<file path="src/rtl/scan_mux_if.sv">
`default_nettype none
// ============================================================================
// scan_mux_if : channel data, control and registered result of scan_mux
// Rev 1.0
// ============================================================================
interface scan_mux_if #(
  parameter int W  = 1,
  parameter int N  = 4,
  parameter int SW = 2
) ();
  logic [N*W-1:0] din;
  logic [SW-1:0]  sel;
  logic           mode;
  logic           hold;
  logic [W-1:0]   d;
  logic [SW-1:0]  ch;
  logic           strobe;

  modport master (
    output din, sel, mode, hold,
    input  d, ch, strobe
  );

  modport slave (
    input  din, sel, mode, hold,
    output d, ch, strobe
  );
endinterface
`default_nettype wire

</file>
<file path="src/rtl/scan_mux.sv">
`default_nettype none
// ============================================================================
// scan_mux : registered N-channel W-bit mux, manual select or dwell-timed scan
// Rev 1.0
// ============================================================================
module scan_mux #(
  parameter int W     = 1,
  parameter int N     = 4,
  parameter int SW    = 2,
  parameter int DWELL = 4
) (
  input  logic      clk,
  input  logic      rst_n,
  scan_mux_if.slave bus
);
  localparam int              CW         = (DWELL > 1) ? $clog2(DWELL) : 1;
  localparam logic [CW-1:0]   c_cnt_last = CW'(DWELL - 1);
  localparam logic [SW-1:0]   c_ch_last  = SW'(N - 1);

  logic [W-1:0]  r_d;
  logic [SW-1:0] r_ch;
  logic [CW-1:0] r_cnt;
  logic          r_strobe;

  logic [SW-1:0] w_ch_next;
  logic [CW-1:0] w_cnt_next;
  logic [W-1:0]  w_d_next;
  logic [W-1:0]  w_chan [N];

  genvar k;
  generate
    for (k = 0; k < N; k++) begin : g_slice
      assign w_chan[k] = bus.din[k*W +: W];
    end
  endgenerate

  // A channel left out of range by manual select wraps to 0 on the next scan step.
  always_comb begin
    w_ch_next  = r_ch;
    w_cnt_next = r_cnt;
    if (!bus.hold) begin
      if (!bus.mode) begin
        w_ch_next  = bus.sel;
        w_cnt_next = '0;
      end else if (r_cnt >= c_cnt_last) begin
        w_cnt_next = '0;
        w_ch_next  = (r_ch >= c_ch_last) ? '0 : r_ch + SW'(1);
      end else begin
        w_cnt_next = r_cnt + CW'(1);
      end
    end
  end

  // Indices with no matching channel select zero data.
  always_comb begin
    w_d_next = '0;
    for (int i = 0; i < N; i++) begin
      if (w_ch_next == SW'(i)) begin
        w_d_next = w_chan[i];
      end
    end
  end

  always_ff @(posedge clk or negedge rst_n) begin
    if (!rst_n) begin
      r_d      <= '0;
      r_ch     <= '0;
      r_cnt    <= '0;
      r_strobe <= 1'b0;
    end else if (bus.hold) begin
      r_strobe <= 1'b0;
    end else begin
      r_d      <= w_d_next;
      r_ch     <= w_ch_next;
      r_cnt    <= w_cnt_next;
      r_strobe <= (w_ch_next != r_ch);
    end
  end

  assign bus.d      = r_d;
  assign bus.ch     = r_ch;
  assign bus.strobe = r_strobe;
endmodule
`default_nettype wire

</file>
<file path="src/flat_wrapper.sv">
// flat-port wrapper written by rule: the top's interface ports become plain ports
module scan_mux_flat 
#(
  parameter int W     = 1,
  parameter int N     = 4,
  parameter int SW    = 2,
  parameter int DWELL = 4
)
  (clk, rst_n, bus_din, bus_sel, bus_mode, bus_hold, bus_d, bus_ch, bus_strobe);
  scan_mux_if #(.W(W), .N(N), .SW(SW)) bus_i ();
  input  logic clk;
  input  logic rst_n;
  input wire logic [$bits(bus_i.din)-1:0] bus_din;
  input wire logic [$bits(bus_i.sel)-1:0] bus_sel;
  input wire logic [$bits(bus_i.mode)-1:0] bus_mode;
  input wire logic [$bits(bus_i.hold)-1:0] bus_hold;
  output wire logic [$bits(bus_i.d)-1:0] bus_d;
  output wire logic [$bits(bus_i.ch)-1:0] bus_ch;
  output wire logic [$bits(bus_i.strobe)-1:0] bus_strobe;
  assign bus_i.din = bus_din;
  assign bus_i.sel = bus_sel;
  assign bus_i.mode = bus_mode;
  assign bus_i.hold = bus_hold;
  assign bus_d = bus_i.d;
  assign bus_ch = bus_i.ch;
  assign bus_strobe = bus_i.strobe;
  scan_mux #(.W(W), .N(N), .SW(SW), .DWELL(DWELL)) u_core (.clk(clk), .rst_n(rst_n), .bus(bus_i));
endmodule
</file>
<file path="config.mk">
export PLATFORM = sky130hd
export DESIGN_NAME = scan_mux_flat
export DESIGN_NICKNAME = d
export VERILOG_FILES = /design/src/rtl/scan_mux_if.sv /design/src/rtl/scan_mux.sv /design/src/flat_wrapper.sv
export SDC_FILE = /design/constraint.sdc
export NUM_CORES = 1
export LEC_CHECK = 0
export CORE_AREA = 2 2 39 41
export DETAILED_ROUTE_END_ITERATION = 7
export DIE_AREA = 0 0 41 43
export DONT_BUFFER_PORTS = 1
export GPL_TIMING_DRIVEN = 1
export PLACE_DENSITY = 0.41
export SYNTH_ARGS = -nofsm -noshare
export SYNTH_HDL_FRONTEND = slang
export SYNTH_SLANG_ARGS = --single-unit
</file>
<file path="constraint.sdc">
create_clock -name clk -period 1.6 [get_ports clk]
set_input_delay 0.16 -clock clk [delete_from_list [all_inputs] [get_ports clk]]
set_output_delay 0.16 -clock clk [all_outputs]
set_load 0.01 [all_outputs]
</file>
==> results.md <==
- EDFF count, synth: 0
- Final hold vios: 0
- Area after DPL: 462 sq um
- Final min period: 1730 ps
- Worst slew pin tran: 275 ps
- Initial antenna violation count: 0
- Die footprint: 0.00176 sq mm
- Worst vdd ir: 479 uV
- Post-Syn Nets: 50
- Clk buf depth: 2
- Setup Fix Bufs, Post-CTS: 0
- FFs w/ async S/R, synth: 1.00
- DPL Wire Length: 595 um
- PwrDens: 1000 mW/mm^2
- M1 WL: 336 um
- Worst-path clk slew: 40 ps
- Die Width: 41 um
- Routed length on met2: 364 um
- Vias in the first global route: 312
- Crit start category: register
- # IOs: 14
- Final setup fails: 1
- Largest net degree at the start of global routing: 14
- Setup WS post-layout: -129 ps
- Syn Inst Count: 38
- Crit path kind: register to register
- Finished Cell Area: 514 sq um
- Post_cts resized: 0
- Synth area leaders: dfrtp_1 (39%), xnor2_1 (6.8%), ha_1 (6.5%)
- Failing checks: negative setup slack
- GR Util All Layers: 0.112
- Layout cell share with drive strength beyond 1: 0.354
- Register area share after synthesis: 0.390
- Initial DRC count: 1
- CTS tree: done
- Slew Limit Headroom: 0.816
- ANT nets after route: 0
- Initial Utilization: 0.278
- GR Overflow Total: 0
- Distinct cells, synth: 24
- RSZ-0062 raised after global routing: true
- WP data required: 1720 ps
- Clk root buf: clkbuf_4
- Ant diodes: 0
- Ys Warns: 0
- Placer Congestion: 0.658
- Site Rows: 14
- Max H-tree Level: 1
- Port Buffers: 0
- Mean area per synthesized cell: 10.1 sq um
- Ys flop type: dfrtp_1
- Global-route wire length before repair: 1240 um
- Cts bufs inserted: 3
- Max-slew violation count: 0
- CP Data Arrival Time: 1850 ps
- Synthesized area: 385 sq um
- Count leader, synth: dfrtp_1
- Post-Route WL: 778 um
- Met3 WL: 64 um
- Share of the synthesized area in the top cell type: 0.390
- Synth Register Bits: 6
- Remaining DRCs: 0
- Leak Pwr: 0.214 nW
- Synth cell count leaders: dfrtp_1 (6), nand2_1 (3), o21ai_1 (3), xnor2_1 (3)
- Max cap viols: 0
- # clock sinks: 6
- Via density: 4.97
- Drt wl/cell: 12.2 um
- Cells after DPL: 58
- Die height: 43 um
- Pre-Repair DR Iteration Count: 4
- Status: complete, but fails checks
- Latest clock arrival within the worst-skew pair: 240 ps
- Nets: 62
- Core area: 0.00138 sq mm
- Final Cycle Share: 1.08
- Maximum operating frequency: 578 MHz
- Syn-to-layout area delta: 33.4%
- Max Used Layer: met4
- Worst-path maximum fanout: 5
- Layout Skew: 2.75 ps
- HP Class: input port to register
- Post-synth top area cell: dfrtp_1
- DR vias: 318
- Finished Layout Cells: 64
- Crit path capture type: register
stage by stage:
step           setup slack [ps]  hold slack (ps)  total power, mW  utilization  TNS (ps)
5_1_grt                    -191             27.2            0.565        0.372      -191
3_5_place_dp               -116             -135            0.377        0.334      -116
2_1_floorplan              -120             -136            0.329            -      -120
6_report                   -129             36.5            0.517        0.372      -129
3_3_place_gp               -119             -135            0.374        0.334      -119
4_1_cts                    -134             14.5            0.521        0.364      -134
metal layers:
layer | up-vias | track usage
met2 | 10 | 0.163
met1 | 145 | 0.111
li1 | 161 | -
met4 | 0 | 0.0600
met3 | 2 | 0.0838
met5 | - | 0
final cells by class:
cell class              instances  area [sq um]
fillers                       147           870
flip-flops and latches          6           153
multi-input cells              31           251
repair buffers                  8          67.6
clock buffers                   3          22.5
well taps                      16          20.0
cell usage in the layout, fill, tap and decap left out, types with 2 or more instances in the layout:
master         count
buf_4              5
clkbuf_4           3
dfrtp_1            4
dfrtp_2            2
dlygate4sd3_1      3
nand2_1            3
nand3_1            2
nor2b_1            2
o21ai_1            3
xnor2_1            3
state kept, by name (all words and copies together), names as in the netlist:
name and cells:
u_core.bus.ch 2, u_core.r_cnt 2, u_core.bus.d 1, u_core.bus.strobe 1
worst max-delay path, cell delays in order, from the launching register on:
cell	delay (ps)
dfrtp_1	380
ha_2	210
nor4b_2	160
o21ai_1	190
nand2_2	90
mux2_4	300
a221o_1	290
what timing repair did:
action                                  CTS  global route
hold endpoints to repair                  7             1
pin swaps                                 0             0
endpoints found under the setup margin    1             1
hold buffers                              2             1
power breakdown:
group / leakage [nW] / switching, mW / internal (mW)
logic: 0.127 / 0.0718 / 0.102
clock network: 0.0138 / 0.0513 / 0.0846
registers: 0.0733 / 0.0272 / 0.179
total: 0.214 / 0.150 / 0.366
cells by family (layout without fill, tap and decap cells):
family,after synthesis,count (layout),synth area share
compound gates,10,10,0.192
xor+xnor,3,3,0.0682
fa+ha+maj,2,2,0.0649
buf+inv,1,11,0.0130
flops,6,6,0.390
mux,1,1,0.0389
simple gates,15,15,0.234
worst paths after layout:
path	start	end	slack, ps	cells past startpoint
worst max-delay path	u_core.r_cnt[0]	u_core.bus.d	-130	6
worst min-delay path	bus_hold	u_core.r_cnt[0]	40	1
worst max register to register	u_core.r_cnt[0]	u_core.bus.d	-130	6
worst min register to register	u_core.r_cnt[1]	u_core.r_cnt[1]	510	2
max in group asynchronous	rst_n	u_core.bus.ch[0]	1140	1
min in group asynchronous	rst_n	u_core.bus.strobe	230	1
(Power assumes the default switching activity.)
